==> src/rtl/ucdp_debounce.sv <==
// Debounce/glitch filter for a single synchronized level: a change is accepted only after
// it has been stable for thres_i+1 cycles; provides filtered level, edge pulse and busy flag.
`timescale 1ns/1ps

module ucdp_debounce #(
    parameter int unsigned cntwidth_p  = 8,
    parameter logic        rstval_p    = 1'b0,
    parameter logic [1:0]  edge_type_p = 2'h0
) (
    input  logic                  clk_i,
    input  logic                  rst_an_i,
    input  logic                  d_i,
    input  logic                  en_i,
    input  logic [cntwidth_p-1:0] thres_i,
    output logic                  q_o,
    output logic                  edge_o,
    output logic                  busy_o
);

    typedef enum logic {
        IDLE_ST   = 1'b0,
        FILTER_ST = 1'b1
    } state_t;

    localparam logic [cntwidth_p-1:0] one_c = cntwidth_p'(1);

    state_t                state_q;
    logic [cntwidth_p-1:0] cnt_q;
    logic                  q_q;
    logic                  edge_q;

    // Whether a change to new_lvl produces an edge_o pulse for the configured edge type.
    function automatic logic edge_sel(input logic new_lvl);
        case (edge_type_p)
            2'h1:    return new_lvl;
            2'h2:    return ~new_lvl;
            2'h3:    return 1'b1;
            default: return 1'b0;
        endcase
    endfunction

    // NOTE: every register here, including the FSM state, uses non-blocking assignments and is
    // cleared by the asynchronous reset so nothing powers up in an unknown state.
    always_ff @(posedge clk_i or negedge rst_an_i) begin
        if (!rst_an_i) begin
            state_q <= IDLE_ST;
            cnt_q   <= '0;
            q_q     <= rstval_p;
            edge_q  <= 1'b0;
        end else begin
            edge_q <= 1'b0;
            case (state_q)
                IDLE_ST: begin
                    if (en_i && (d_i != q_q)) begin
                        if (thres_i == '0) begin
                            q_q    <= d_i;
                            edge_q <= edge_sel(d_i);
                            cnt_q  <= '0;
                        end else begin
                            state_q <= FILTER_ST;
                            cnt_q   <= one_c;
                        end
                    end else begin
                        cnt_q <= '0;
                    end
                end
                FILTER_ST: begin
                    if (!en_i || (d_i == q_q)) begin
                        state_q <= IDLE_ST;
                        cnt_q   <= '0;
                    end else if (cnt_q >= thres_i) begin
                        // >= also accepts at once when thres_i was lowered below cnt_q
                        q_q     <= ~q_q;
                        edge_q  <= edge_sel(~q_q);
                        state_q <= IDLE_ST;
                        cnt_q   <= '0;
                    end else begin
                        cnt_q <= cnt_q + one_c;
                    end
                end
                default: begin
                    state_q <= IDLE_ST;
                    cnt_q   <= '0;
                end
            endcase
        end
    end

    assign q_o    = q_q;
    assign edge_o = edge_q;
    assign busy_o = (state_q == FILTER_ST);

endmodule

==> config.mk <==
export PLATFORM = sky130hd
export DESIGN_NAME = ucdp_debounce
export DESIGN_NICKNAME = d
export VERILOG_FILES = /design/src/rtl/ucdp_debounce.sv
export SDC_FILE = /design/constraint.sdc
export NUM_CORES = 1
export LEC_CHECK = 0
export BUFFER_PORTS_ARGS = -buffer_cell sky130_fd_sc_hd__buf_2
export CORE_MARGIN = 5
export CORE_UTILIZATION = 30
export CTS_CLUSTER_SIZE = 10
export DETAILED_ROUTE_END_ITERATION = 8
export GPL_ROUTABILITY_DRIVEN = 0
export PLACE_DENSITY = 0.52
export SLEW_MARGIN = 20
export SYNTH_ARGS = -nofsm -noshare
export SYNTH_HDL_FRONTEND = slang
export SYNTH_SLANG_ARGS = --single-unit
==> constraint.sdc <==
create_clock -name clk_i -period 5.21 [get_ports clk_i]
set_clock_uncertainty 0.2 [all_clocks]
set_input_delay 0 -clock clk_i [delete_from_list [all_inputs] [get_ports clk_i]]
set_output_delay 0 -clock clk_i [all_outputs]
set_load 0.05 [all_outputs]
# == Yosys cells after proc, flatten, opt, wreduce, memory -nomap -nowiden ==
# Cells that the tools add are included.
# totals
input_bits,12
register_bits,10
# classes
n_addsub,1
n_mux,15
n_eq_ne,6
reduce_logical,5
bitwise_logic,2
magnitude_cmp,1
# ops
operator,n
$mux 8,3
$pmux 8 s2,1
$mux 1,9
$add 8x1->8 const B,1
$ge 8x8->1,1
$logic_not 8->1,1
$ne 2x2->1 const B,3
$pmux 1 s2,2
$reduce_and 4->1,1
$ne 2x1->1 const B,1
$not 1->1,2
$eq 1x1->1,1
$logic_and 1x1->1,1
$logic_not 1->1,1
$logic_or 1x1->1,1
$ne 1x1->1,1

# == Depth between registers and ports, before layout ==
# Gate-level depths: netlist of the first run.
# logic_depth
ltp_word,4
mapped_depth,7
depth_no_buf,7

# == Worst setup path after synthesis of the first run ==
# No wires, ideal clock.
# synth_path
kind,register -> register
start,register cnt_q[0]
end,register q_q (netlist: q_o)
t_required_ns,4.883
setup_time_ns,0.127
n_path_buf,0
arrival_time_ns,1.817
path_slack_ns,3.066
stages_incl_launch_ff,8
path_cell_list,dfrtp_1 inv_1 ha_1 nand2b_4 a2111o_1 a31oi_4 nor2_2 mux2_1
# synth_via
elab_chain_len,3
# synth_rtl
element,line_no,text
start: declaration,28,logic [cntwidth_p-1:0] cnt_q;
start signal: assignment,61,cnt_q <= one_c;
start signal: assignment,78,cnt_q <= cnt_q + one_c;
$ge 8x8->1,71,end else if (cnt_q >= thres_i) begin
$ne 2x1->1 (no line),n/a,
$reduce_and 4->1 (no line),n/a,
end signal: assignment,48,q_q <= rstval_p;
end signal: assignment,56,q_q <= d_i;
end signal: assignment,73,q_q <= ~q_q;
end: declaration,29,logic q_q;
# No other way between the ends.
# A chain may end at the register's enable or synchronous reset.

# == Final worst setup path of the first run ==
# Ends and elaborated chain as after synthesis.

==> results.toml, run 1 <==
[yosys]
yosys-top-cells-count = "11 x inv_1, 10 x dfrtp_1, 9 x ha_1, 9 x nor2_1, 6 x xor2_1"
ys_ff_latch = 10
synth_largest_area_cell = "dfrtp_1"
synth.avg_cell_area_um2 = 9.65
syn_area_um2 = 704
syn_nets = 94
syn_inst = 73
synth_cell_types = 27
async_flop_share_pct = 100
yosysWarnings = 0
yosysSeqAreaShare_pct = 35.5
synth_most_common_cell = "inv_1"
synthTopCellsByArea = "dfrtp_1 36%, ha_1 16%, xor2_1 7.5%, inv_1 5.9%, nor2_1 4.8%"
synth_edf_count = 0
synthFlopType = "dfrtp_1"
synth_top_area_share_pct = 35.5

[status]
status = "completed"

[sta]
hold_ws_ns = 0.0205
tns_ns = 0
fmax_mhz = 354
fin_crit_ns = 2.82
report.final.hold_viol_count = 0
setup_viol = 0
rsz0062_at_grt = "false"
fin_crit_sh_pct = 54.2
slew_violations = 0

[placement]
port_buffers = 13
hpwl_um = 1200
placed_cells = 113

[cts]
clk_latency_ns = 0.27
clkTransAtPathRegs_ns = 0.07
clock_path_buffers = 2
cts_buffers = 3
clock_sinks = 10
cts_tree = "done"
cts_htree_levels = 1
cts_root_buffer = "clkbuf_4"

[detailed_routing]
drc = 0
firstDrtPassIters = 4
routedWlPerCell_um = 12.1
dr_total_vias = 554
ant_nets = 0
drtIter0Drc = 8
viasPerCell = 4.54
drt-total-wl_um = 1480

[global_route]
grt_pass1_wl_um = 2500
antenna_found_initial = 0
grt_pass1_vias = 561
overflow = 0
grtUsageTotal_pct = 9.65
grt_start_max_net_pins = 11

[power]
ir_drop_uv = 243
powerDensity_nw_per_um2 = 312
p_leak_nw = 0.463
finalPower_mw = 0.275

[critical_path]
r2r-end = "q_o$_DFFE_PN0P_"
cp-start-kind = "flip-flop"
cp_num_buf_inv = 2
path_cells = "inv_1, ha_1, nand2b_4, a2111o_1, a31oi_4, nor2_2, mux2_1, dlygate4sd3_1"
crit_slowest_cell = "dlygate4sd3_1"
cp_max_fo = 6
crit_required_ns = 5.16
crit-reg2reg-launch = "cnt_q[0]$_DFF_PN0_"
r2r_slack_ns = 2.39
reg2reg_depth = 8
crit_path_end_kind = "flip-flop"
slowest_delay_ns = 0.55
worstPathArrival_ns = 2.77
crit_type = "flip-flop to flip-flop"
crit_family = "compound AO/OA/AOI/OAI gates"

[floorplan]
die_w_um = 58.5
fp.dieH_um = 58.5
num_rows = 17
die_area_um2 = 3420
core_um2 = 2230
start_util_pct = 31.5
io_pins = 15

[layout]
fin_nets = 116
antenna_cells = 0
drive_above_1_share_pct = 25.5
areaGrowthSynthToFinish_pct = 25.4
fin_util_pct = 39.6
fin_cells = 122
fill_cells = 235

[hold_path]
hold_path.class = "primary input to flip-flop"
worstHoldEndpoint = "cnt_q[0]$_DFF_PN0_"
min_path_cells = 4
holdCritStartpoint = "thres_i[3]"

[flow_run]
drv_cap = 0
[flip-flops by register name, indices dropped and copies added (netlist names)]
name,cells
cnt_q,8
busy_o,1
q_o,1
[placed cells by master (no fill, tap or decap)]
master,instances
a2111o_1,1
a21oi_1,1
a31oi_4,1
a41o_1,1
and2b_2,1
and3_1,2
and4_2,1
buf_2,13
clkbuf_4,3
clkbuf_8,1
conb_1,1
dfrtp_1,10
dlygate4sd3_1,5
ha_1,9
inv_1,11
mux2_1,1
nand2_1,2
nand2b_4,1
nand3_1,5
nand3_2,1
nand4_1,1
nor2_1,9
nor2_2,1
nor4_1,1
o2111ai_1,1
o21ai_0,1
o22ai_1,1
or2b_2,1
xnor2_1,1
xor2_1,6
[per-layer routing]
| layer | vias to the layer above | routed length [um] | global-route usage (%) |
|---|---|---|---|
| met5 | - | 0 | 0 |
| met4 | 0 | 12 | 5.96 |
| met3 | 2 | 137 | 1.54 |
| met2 | 21 | 589 | 13.6 |
| met1 | 245 | 740 | 13.6 |
| li1 | 286 | - | - |
[final cells by class]
class | instances | area, um^2 | share of cell area (%)
multi-input cells | 51 | 405 | 45.9
repair buffers | 18 | 115 | 13.0
inverters | 11 | 41.3 | 4.67
clock buffers | 4 | 36.3 | 4.11
well taps | 28 | 35.0 | 3.97
flip-flops and latches | 10 | 250 | 28.3
[through the flow]
| step | setup WS (ns) | area [um^2] |
|---|---|---|
| global placement | 3.01 | 797 |
| CTS | 2.37 | 883 |
| global route | 2.27 | 883 |
| detailed placement | 2.94 | 797 |
| floorplan | 3.07 | 704 |
| finish | 2.39 | 883 |
[worst min-delay path, stage by stage]
cell     delay (ns)
buf_2          0.10
inv_1          0.06
a41o_1         0.20
o22ai_1        0.09
[report_power, final]
part	internal [mW]	switching, mW
Combinational	0.0438	0.0618
Sequential	0.0878	0.0115
Clock	0.0424	0.0280
[repair_timing]
| action | 4_1_cts | 5_1_grt |
|---|---|---|
| gates resized for setup | 0 | 0 |
| buffers inserted | 0 | 0 |
| hold endpoints to repair | 20 | 0 |
| hold buffers | 5 | 0 |
[kinds of logic (layout without fill, tap and decap cells)]
group                    Yosys count  count (layout)  synth area share (%)
XOR/XNOR                           7               7                  8.70
flip-flops                        10              10                  35.5
other                              1               1                 0.532
buffers and inverters             12              33                  6.93
adder cells (fa/ha/maj)            9               9                  16.0
AND/OR/NAND/NOR                   26              26                  21.1
AO/OA/AOI/OAI                      7               7                  9.59
multiplexers                       1               1                  1.60
[worst max path at each step]
stage,end,cells after the start,startpoint
4_1_cts,q_o$_DFFE_PN0P_,8,cnt_q[0]$_DFF_PN0_
3_3_place_gp,q_o$_DFFE_PN0P_,7,cnt_q[0]$_DFF_PN0_
2_1_floorplan,q_o$_DFFE_PN0P_,7,cnt_q[0]$_DFF_PN0_
5_1_grt,q_o$_DFFE_PN0P_,8,cnt_q[0]$_DFF_PN0_
3_5_place_dp,q_o$_DFFE_PN0P_,7,cnt_q[0]$_DFF_PN0_
6_report,q_o$_DFFE_PN0P_,8,cnt_q[0]$_DFF_PN0_
(Power assumes the default switching activity.)
==> run 2, diff against run 1 <==
==> constraint.sdc (replaced) <==
create_clock -name clk_i -period 2.7 [get_ports clk_i]
set_clock_uncertainty 0.2 [all_clocks]
set_input_delay 0 -clock clk_i [delete_from_list [all_inputs] [get_ports clk_i]]
set_output_delay 0 -clock clk_i [all_outputs]
set_load 0.05 [all_outputs]
==> run 2 against run 1 <==
Global-route usage about the same. Combinational power increased by 81%. Count of clock-buffer cells in the layout stayed put. Non-clock buffer count down 1. Largest power group is now registers. Highest routed layer unchanged.
==> results.toml, run 2 (synthesized netlist as in run 1, its figures left out) <==
[floorplan]
start_util_pct = 31.5
num_rows = 17
fp.dieH_um = 58.5
die_w_um = 58.5
io_pins = 15
core_um2 = 2230
die_area_um2 = 3420

[sta]
rsz0062_at_grt = "false"
report.final.hold_viol_count = 0
tns_ns = 0
setup_slack_ns = 0.424
fin_crit_ns = 2.28
hold_ws_ns = 0.0205
slew_violations = 0
setup_viol = 0
fin_crit_sh_pct = 84.3
fmax_mhz = 439

[layout]
antenna_cells = 0
register_area_um2 = 250
final_cell_mix = "13 x buf_2, 11 x inv_1, 10 x dfrtp_1"
fin_cells = 121
largest_reg_flops = 8
fin_nets = 115
multiInputGateArea_um2 = 405
fill_cells = 236
drive_above_1_share_pct = 25.8
top_register = "cnt_q"
final_common_cell = "buf_2"
areaGrowthSynthToFinish_pct = 24.0
fin_util_pct = 39.1

[status]
status = "completed"

[cts]
cts-hold-fix-buffers = 4
cts_resized = 0
cts_tree = "done"
cts_htree_levels = 1
clock_sinks = 10
clock_path_buffers = 2
clk_latency_ns = 0.27
cts_buffers = 3
cts_root_buffer = "clkbuf_4"
post-cts-setup-buffers = 0
clkTransAtPathRegs_ns = 0.07

[global_route]
grt_pass1_wl_um = 2490
grt_pass1_vias = 561
grt_start_max_net_pins = 11
antenna_found_initial = 0
overflow = 0
grtUsageTotal_pct = 9.60

[placement]
dp_slack_ns = 0.430
port_buffers = 13
hpwl_um = 1200
placed_cells = 113

[detailed_routing]
ant_nets = 0
viasPerCell = 4.55
firstDrtPassIters = 4
drc = 0
dr_total_vias = 550
drt-total-wl_um = 1480
routedWlPerCell_um = 12.2
drtIter0Drc = 8

[critical_path]
crit_required_ns = 2.65
worstPathArrival_ns = 2.23
cp-start-kind = "flip-flop"
crit_type = "flip-flop to flip-flop"
cp_max_fo = 6
crit_path_end_kind = "flip-flop"

[hold_path]
hold_path.class = "primary input to flip-flop"

[power]
p_leak_nw = 0.458
ir_drop_uv = 470
powerDensity_nw_per_um2 = 595

[flow_run]
drv_cap = 0
run 2: final cells by class:
| type | instances | area share, % |
|---|---|---|
| repair buffers | 17 | 12.0 |
| clock buffers | 4 | 4.15 |
| well taps | 28 | 4.01 |
| flip-flops and latches | 10 | 28.7 |
| multi-input cells | 51 | 46.4 |
| inverters | 11 | 4.73 |
run 2: path summary, 6_finish.rpt:
kind / slack, ns / from / cells after the start / endpoint
hold / removal: 0.02 / thres_i[3] / 4 / cnt_q[0]$_DFF_PN0_
max in group asynchronous: 1.46 / rst_an_i / 3 / busy_o$_DFF_PN0_
hold reg to reg: 0.35 / q_o$_DFFE_PN0P_ / 1 / q_o$_DFFE_PN0P_
setup reg to reg: 0.42 / cnt_q[0]$_DFF_PN0_ / 7 / q_o$_DFFE_PN0P_
setup / recovery: 0.42 / cnt_q[0]$_DFF_PN0_ / 7 / q_o$_DFFE_PN0P_
min in group asynchronous: 0.53 / rst_an_i / 3 / cnt_q[5]$_DFF_PN0_
run 2: per-layer routing:
| layer | global-route usage (%) | up-vias | share of wire (%) |
|---|---|---|---|
| met3 | 1.54 | 2 | 9.3 |
| met4 | 5.96 | 0 | 0.81 |
| met1 | 13.5 | 243 | 50 |
| li1 | - | 284 | - |
| met5 | 0 | - | 0 |
| met2 | 13.6 | 21 | 40 |
run 2: critical path, stage by stage (launching register included):
cell and delay (ns):
dfrtp_1 0.42, inv_1 0.08, ha_1 0.28, nand2b_4 0.14, a2111o_1 0.44, a31oi_4 0.24, nor2_2 0.06, mux2_1 0.30
run 2: per-stage QoR:
step / cell area [um^2] / total power [mW]
finish: 873 / 0.520
global route: 873 / 0.554
CTS: 873 / 0.529
detailed placement: 797 / 0.385
global placement: 797 / 0.380
floorplan: 704 / 0.335
run 2: power breakdown:
group | internal [mW] | total [mW] | switching [mW] | leakage, nW
logic | 0.0743 | 0.192 | 0.118 | 0.302
clock network | 0.0819 | 0.136 | 0.0544 | 0.0210
registers | 0.169 | 0.192 | 0.0221 | 0.136
